**config.mk**
```make
export PLATFORM = sky130hd
export DESIGN_NAME = ifu_fetch_stage
export DESIGN_NICKNAME = d
export VERILOG_FILES = /design/src/rtl/ifu_fetch_stage_pkg.sv /design/src/rtl/ifu_fetch_stage.sv
export SDC_FILE = /design/constraint.sdc
export NUM_CORES = 1
export LEC_CHECK = 0
export CAP_MARGIN = 10
export CELL_PAD_IN_SITES_DETAIL_PLACEMENT = 0
export CELL_PAD_IN_SITES_GLOBAL_PLACEMENT = 1
export CORE_MARGIN = 2
export CORE_UTILIZATION = 32
export DETAILED_ROUTE_END_ITERATION = 7
export PLACE_DENSITY_LB_ADDON = 0.1
export SKIP_LAST_GASP = 1
export SYNTH_ARGS = -nofsm -noshare
export SYNTH_HDL_FRONTEND = slang
export SYNTH_SLANG_ARGS = --single-unit
```
**constraint.sdc**
```tcl
create_clock -name clk -period 3.7 [get_ports clk]
set_input_delay 0.555 -clock clk [delete_from_list [all_inputs] [get_ports clk]]
set_output_delay 0.555 -clock clk [all_outputs]
set_load 0.05 [all_outputs]
```
**src/rtl/ifu_fetch_stage_pkg.sv**
```systemverilog
// Shared frontend types for the FTQ->IFU->IB path: fetch-block request, IB packet,
// fetch FSM encoding and the slot/taken mask helpers.
package ifu_fetch_stage_pkg;

  localparam int IFU_ADDR_W        = 32;
  localparam int IFU_FETCH_WIDTH   = 4;
  localparam int FRONTEND_FTQ_SIZE = 8;
  localparam int FTQ_ID_W          = $clog2(FRONTEND_FTQ_SIZE);
  // One spare bit so the FTQ can express lengths beyond the fetch width.
  localparam int LEN_W             = $clog2(IFU_FETCH_WIDTH) + 2;

  typedef logic [IFU_FETCH_WIDTH-1:0] slot_mask_t;

  typedef struct packed {
    logic                  valid;
    logic [IFU_ADDR_W-1:0] start_pc;
    logic [LEN_W-1:0]      length;
    logic                  is_cross_cacheline;
    logic                  predicted_taken;
  } ftq_ifu_t;

  typedef struct packed {
    logic [IFU_ADDR_W-1:0]                 start_pc;
    logic [IFU_FETCH_WIDTH-1:0][31:0]      inst;
    slot_mask_t                            slot_mask;
    slot_mask_t                            taken_mask;
    logic [FTQ_ID_W-1:0]                   ftq_id;
  } ifu_ib_t;

  typedef enum logic [1:0] {
    ST_IDLE      = 2'd0,
    ST_WAIT_RESP = 2'd1,
    ST_DISCARD   = 2'd2
  } fetch_state_e;

  // Lengths above the fetch width naturally saturate to all ones.
  function automatic slot_mask_t slot_mask_f(input logic [LEN_W-1:0] len);
    slot_mask_t m;
    for (int i = 0; i < IFU_FETCH_WIDTH; i++) begin
      m[i] = (LEN_W'(i) < len);
    end
    return m;
  endfunction

  function automatic slot_mask_t taken_mask_f(input logic [LEN_W-1:0] len,
                                              input logic             taken);
    slot_mask_t       m;
    logic [LEN_W-1:0] sat;
    sat = (len > LEN_W'(IFU_FETCH_WIDTH)) ? LEN_W'(IFU_FETCH_WIDTH) : len;
    for (int i = 0; i < IFU_FETCH_WIDTH; i++) begin
      m[i] = taken & (LEN_W'(i + 1) == sat);
    end
    return m;
  endfunction

endpackage

```
**src/rtl/ifu_fetch_stage.sv**
```systemverilog
// IFU fetch stage: accepts one FTQ block at a time, issues a single I-cache read,
// drops stale responses and presents surviving blocks to the IB from one register.
module ifu_fetch_stage
  import ifu_fetch_stage_pkg::*;
#(
  parameter int ADDR_WIDTH  = IFU_ADDR_W,
  parameter int FETCH_WIDTH = IFU_FETCH_WIDTH,
  parameter int FTQ_SIZE    = FRONTEND_FTQ_SIZE
) (
  input  logic                        clk,
  input  logic                        rst,
  input  ftq_ifu_t                    ftq_i,
  input  logic [$clog2(FTQ_SIZE)-1:0] ftq_id_i,
  input  logic                        ftq_redirect_i,
  output logic                        ftq_accept_o,
  input  logic                        backend_flush_i,
  output logic                        icache_rreq_o,
  output logic [ADDR_WIDTH-1:0]       icache_raddr_o,
  output logic                        icache_cross_o,
  input  logic                        icache_rreq_ready_i,
  input  logic                        icache_rvalid_i,
  input  logic [FETCH_WIDTH*32-1:0]   icache_rdata_i,
  output logic                        ib_valid_o,
  input  logic                        ib_ready_i,
  output ifu_ib_t                     ib_o
);

  fetch_state_e                  state_q, state_d;
  logic                          buf_valid_q, buf_valid_d;
  ifu_ib_t                       ib_q, ib_d;
  logic [ADDR_WIDTH-1:0]         req_pc_q, req_pc_d;
  logic [LEN_W-1:0]              req_len_q, req_len_d;
  logic                          req_taken_q, req_taken_d;
  logic [$clog2(FTQ_SIZE)-1:0]   req_id_q, req_id_d;

  logic buf_free;
  logic kill;
  logic rreq;
  logic accept;

  assign buf_free = ~buf_valid_q | ib_ready_i;
  assign kill     = ftq_redirect_i | backend_flush_i;
  assign rreq     = ftq_i.valid & (state_q == ST_IDLE) & buf_free & ~kill & ~rst;
  assign accept   = rreq & icache_rreq_ready_i;

  assign icache_rreq_o  = rreq;
  assign ftq_accept_o   = accept;
  assign icache_raddr_o = ftq_i.start_pc;
  assign icache_cross_o = ftq_i.is_cross_cacheline;
  assign ib_valid_o     = buf_valid_q;
  assign ib_o           = ib_q;

  always_comb begin
    state_d     = state_q;
    buf_valid_d = buf_valid_q;
    ib_d        = ib_q;
    req_pc_d    = req_pc_q;
    req_len_d   = req_len_q;
    req_taken_d = req_taken_q;
    req_id_d    = req_id_q;

    if (buf_valid_q && ib_ready_i) begin
      buf_valid_d = 1'b0;
    end

    unique case (state_q)
      ST_IDLE: begin
        if (accept) begin
          req_pc_d    = ftq_i.start_pc;
          req_len_d   = ftq_i.length;
          req_taken_d = ftq_i.predicted_taken;
          req_id_d    = ftq_id_i;
          state_d     = ST_WAIT_RESP;
        end
      end
      ST_WAIT_RESP: begin
        if (icache_rvalid_i) begin
          // A kill arriving with the data drops it without touching the buffer.
          if (!kill) begin
            ib_d.start_pc   = req_pc_q;
            ib_d.inst       = icache_rdata_i;
            ib_d.slot_mask  = slot_mask_f(req_len_q);
            ib_d.taken_mask = taken_mask_f(req_len_q, req_taken_q);
            ib_d.ftq_id     = req_id_q;
            buf_valid_d     = 1'b1;
          end
          state_d = ST_IDLE;
        end else if (kill) begin
          state_d = ST_DISCARD;
        end
      end
      ST_DISCARD: begin
        if (icache_rvalid_i) begin
          state_d = ST_IDLE;
        end
      end
      default: state_d = ST_IDLE;
    endcase

    if (backend_flush_i) begin
      buf_valid_d = 1'b0;
    end
  end

  always_ff @(posedge clk) begin
    if (rst) begin
      state_q     <= ST_IDLE;
      buf_valid_q <= 1'b0;
      ib_q        <= '0;
    end else begin
      state_q     <= state_d;
      buf_valid_q <= buf_valid_d;
      ib_q        <= ib_d;
    end
  end

  // Request bookkeeping is only meaningful while a read is outstanding.
  always_ff @(posedge clk) begin
    req_pc_q    <= req_pc_d;
    req_len_q   <= req_len_d;
    req_taken_q <= req_taken_d;
    req_id_q    <= req_id_d;
  end

endmodule

```
==> tab_implementation.tex <==
\begin{tabular}{lr}
\hline
Metric & Value \\
\hline
\multicolumn{2}{l}{\textbf{Run status}} \\
\quad Result of the run & complete, no violations \\
\multicolumn{2}{l}{\textbf{Floorplan}} \\
\quad Placeable core region & roughly 25000 um\^{}2 \\
\quad Row Count & between 50 and 60 \\
\quad Width of the die & between 150 and 200 um \\
\quad Initial Utilization & 0.325 \\
\quad Die Y-Extent & 164 um \\
\quad IO Count & 384 \\
\quad Overall die area & around 27000 um\^{}2 \\
\multicolumn{2}{l}{\textbf{Drt}} \\
\quad Number of design-rule violations left by the first detailed-router iteration & roughly 490 \\
\quad Number of detailed-routing iterations run before antenna repair & 4 \\
\quad Via count & $\sim$7600 \\
\quad Drt total wl & 28100 um \\
\quad Detailed-route DRC error count & 0 \\
\quad Per-cell routed wire length & 18.4 um \\
\quad Remaining antenna violation count after routing & 0 \\
\quad DR vias/cell & about 5 \\
\multicolumn{2}{l}{\textbf{STA}} \\
\quad Setup TNS & 0 ns \\
\quad Final count of hold timing violations & 0 \\
\quad Period utilisation layout & 0.797 \\
\quad Max-slew violation count & 0 \\
\quad Unrepaired setup endpoints after global routing & false \\
\quad Total of endpoints with negative setup slack in the final report & 0 \\
\quad Remaining max-slew budget at the tightest pin & 0.378 \\
\quad Clock skew after layout & about 0.012 ns \\
\quad Smallest setup slack after layout & between 0.7 and 0.8 ns \\
\quad Maximum clock frequency & approximately 340 MHz \\
\quad Final critical path time including I/O delays and setup & 2.95 ns \\
\quad Slew @ Worst Pin & just over 0.9 ns \\
\multicolumn{2}{l}{\textbf{Clocking}} \\
\quad Cts bufs inserted & 25 \\
\quad CTS Root Cell & clkbuf\_16 \\
\quad Number of buffers inserted by hold repair at cts & 0 \\
\quad Clock transition time at the flip-flop clock pins of the worst setup and hold paths & $\sim$0.060 ns \\
\quad Number of sinks handled by clock tree synthesis & 214 \\
\quad Post-CTS resize count & 0 \\
\quad Max clock buf depth & 3 \\
\quad Clock tree from TritonCTS & done \\
\quad Insertion delay of the later-clocked pin in the worst-skew pair & approximately 0.52 ns \\
\quad Htree depth & 1 \\
\quad Buffers inserted by post-CTS timing repair & 0 \\
\multicolumn{2}{l}{\textbf{Yosys}} \\
\quad Most used DFF post-synth & dfxtp\_1 \\
\quad Number of synthesized flops with an enable pin & 40 \\
\quad FFs w/ async S/R, synth & 0 \\
\quad Share of the synthesized area in the top cell type & 0.426 \\
\quad Cell area after synthesis & slightly above 8000 um\^{}2 \\
\quad Cell taking the most area after synthesis & dfxtp\_1 \\
\quad Mapped Cells & approximately 870 \\
\quad Synth cell types & 32 \\
\quad Sequential-to-total area share from yosys stat & 0.573 \\
\quad Net count after synthesis & roughly 1100 \\
\quad Count of yosys warnings during synthesis & 0 \\
\quad Top area cells in the synthesized netlist & dfxtp\_1 (43\%), edfxtp\_1 (15\%), a21oi\_1 (10\%) \\
\quad Count of state elements after synthesis & $\sim$210 \\
\quad Avg Inst Size Synth & 9.36 um\^{}2 \\
\multicolumn{2}{l}{\textbf{Placed design}} \\
\quad Count of buffers from port buffering & about 380 \\
\quad Pre-CTS setup slack & around 0.75 ns \\
\quad Final HPWL DP & approximately 18000 um \\
\quad Placed cell areas & 11800 um\^{}2 \\
\quad Global placer's final weighted congestion & 0.759 \\
\multicolumn{2}{l}{\textbf{Global routing}} \\
\quad Global-route wire length before repair & between 40000 and 50000 um \\
\quad Total grt overflow & 0 \\
\quad Number of antenna violations at the first check in global routing & 5 \\
\quad GRT Total Usage & 0.196 \\
\quad Number of global-route vias before repair & approximately 7300 \\
\quad Pin count of the biggest net entering global routing & 71 \\
\multicolumn{2}{l}{\textbf{Worst setup path}} \\
\quad Critical Path Source Type & input port \\
\quad Required time at the endpoint of the critical path & approximately 3.1 ns \\
\quad CP endpoint kind & primary output \\
\quad Kind of critical path & in2out \\
\quad Maximum net fanout on the critical path & 4 \\
\quad Data arrival time at the worst-slack endpoint & 2.40 ns \\
\multicolumn{2}{l}{\textbf{Power and ir drop}} \\
\quad Clock share of power & 0.460 \\
\quad Share of total power consumed by net switching & 0.227 \\
\quad Cell-internal power & around 4100 uW \\
\quad Static Leakage & around 0.0041 uW \\
\quad Largest voltage drop on the vdd net & 0.267 mV \\
\quad Combinational Power Share & 0.086 \\
\quad Part of the total power dissipated in sequential elements & 0.454 \\
\quad Power density of the placed cells & 416 nW/um\^{}2 \\
\quad Switching power & 1200 uW \\
\multicolumn{2}{l}{\textbf{Job}} \\
\quad Number of maximum-capacitance constraint violations & 0 \\
\multicolumn{2}{l}{\textbf{Layout}} \\
\quad Layout Nets & 1349 \\
\quad Layout cell share with drive strength beyond 1 & 0.0579 \\
\quad Commonest non-fill, non-tap cell in the layout & clkdlybuf4s50\_1 \\
\quad Syn-to-layout area delta & 54.8\% \\
\quad Most used cells in the layout excluding fill and tap cells & clkdlybuf4s50\_1 (379), dfxtp\_1 (174), a21oi\_1 (171) \\
\quad Post-route cell area & between 10000 and 15000 um\^{}2 \\
\multicolumn{2}{l}{\textbf{Hold path}} \\
\quad Worst Hold Class & reg2reg \\
\hline
\end{tabular}
-- metrics by stage --
stage / util / total power (uW) / cells / hold slack [ns]
finish: 0.504 / 5260 / 1524 / 0.460
global route: 0.504 / 5450 / 1524 / 0.477
CTS: 0.503 / 5330 / 1521 / 0.465
detailed placement: 0.471 / 2890 / 1475 / 0.457
global placement: 0.471 / 2890 / 1475 / 0.449
floorplan: - / 2640 / 873 / 0.492
-- registers in the layout (all words and copies together) (netlist names) --
name	cells
ib_valid_o	1
req_len_q	4
req_taken_q	1
ib_o	171
req_id_q	3
state_q	2
req_pc_q	32
-- kinds of logic after synthesis --
kind of cell | after synthesis | synth area share
AO/OA/AOI/OAI | 345 | 0.217
buffers and inverters | 129 | 0.0928
flip-flops | 214 | 0.573
multiplexers | 1 | 0.00138
AND/OR/NAND/NOR | 184 | 0.116
-- worst paths after layout --
path,start,slack (ns),end,depth (start not counted)
worst max-delay path,ftq_i[38],0.75,ftq_accept_o,5
worst min-delay path,ib_o[102]$_SDFFE_PP0P_,0.46,ib_o[102]$_SDFFE_PP0P_,2
worst max register to register,state_q[1]$_SDFFE_PP0P_,1.62,ib_o[8]$_SDFFE_PP0P_,4
worst min register to register,ib_o[102]$_SDFFE_PP0P_,0.46,ib_o[102]$_SDFFE_PP0P_,2
-- critical path, stage by stage --
cell	delay (ns)
clkdlybuf4s50_1	0.45
nor4b_1	0.21
and3_1	0.24
and2_1	0.13
clkdlybuf4s50_1	0.79
-- cell usage after synthesis (all sizes together) (2+ instances only) --
| library cell | instances |
|---|---|
| clkbuf | 52 |
| nor3 | 3 |
| and2 | 3 |
| a21oi | 171 |
| nor4b | 2 |
| a311oi | 3 |
| buf | 75 |
| edfxtp | 40 |
| dfxtp | 174 |
| nand4 | 3 |
| a211oi | 2 |
| nor2 | 3 |
| nand2 | 2 |
| nand3 | 163 |
| o21ai | 168 |
| inv | 2 |
-- routing by layer --
metal | vias to the layer above | part of all wire | GRT usage
met5 | - | 0.00085 | 0
met4 | 4 | 0.029 | 0.0666
met3 | 47 | 0.089 | 0.0667
met2 | 279 | 0.47 | 0.318
met1 | 3582 | 0.42 | 0.245
li1 | 3716 | - | -
-- power by group through the flow --
stage               clock, uW  sequential, uW  combinational (uW)
floorplan                   0            2450                 192
global placement            0            2440                 455
detailed placement          0            2440                 453
CTS                      2490            2390                 456
global route             2590            2390                 476
finish                   2420            2390                 450
-- final cells by class --
class	instances	area, um^2
well taps	330	413
repair buffers	399	3970
flip-flops and latches	214	4680
multi-input cells	530	2740
clock buffers	45	811
inverters	2	10.0
diodes	3	7.51
fillers	2461	12500
clock inverters	1	8.76
Note: power is estimated with default switching activity, not from simulation.
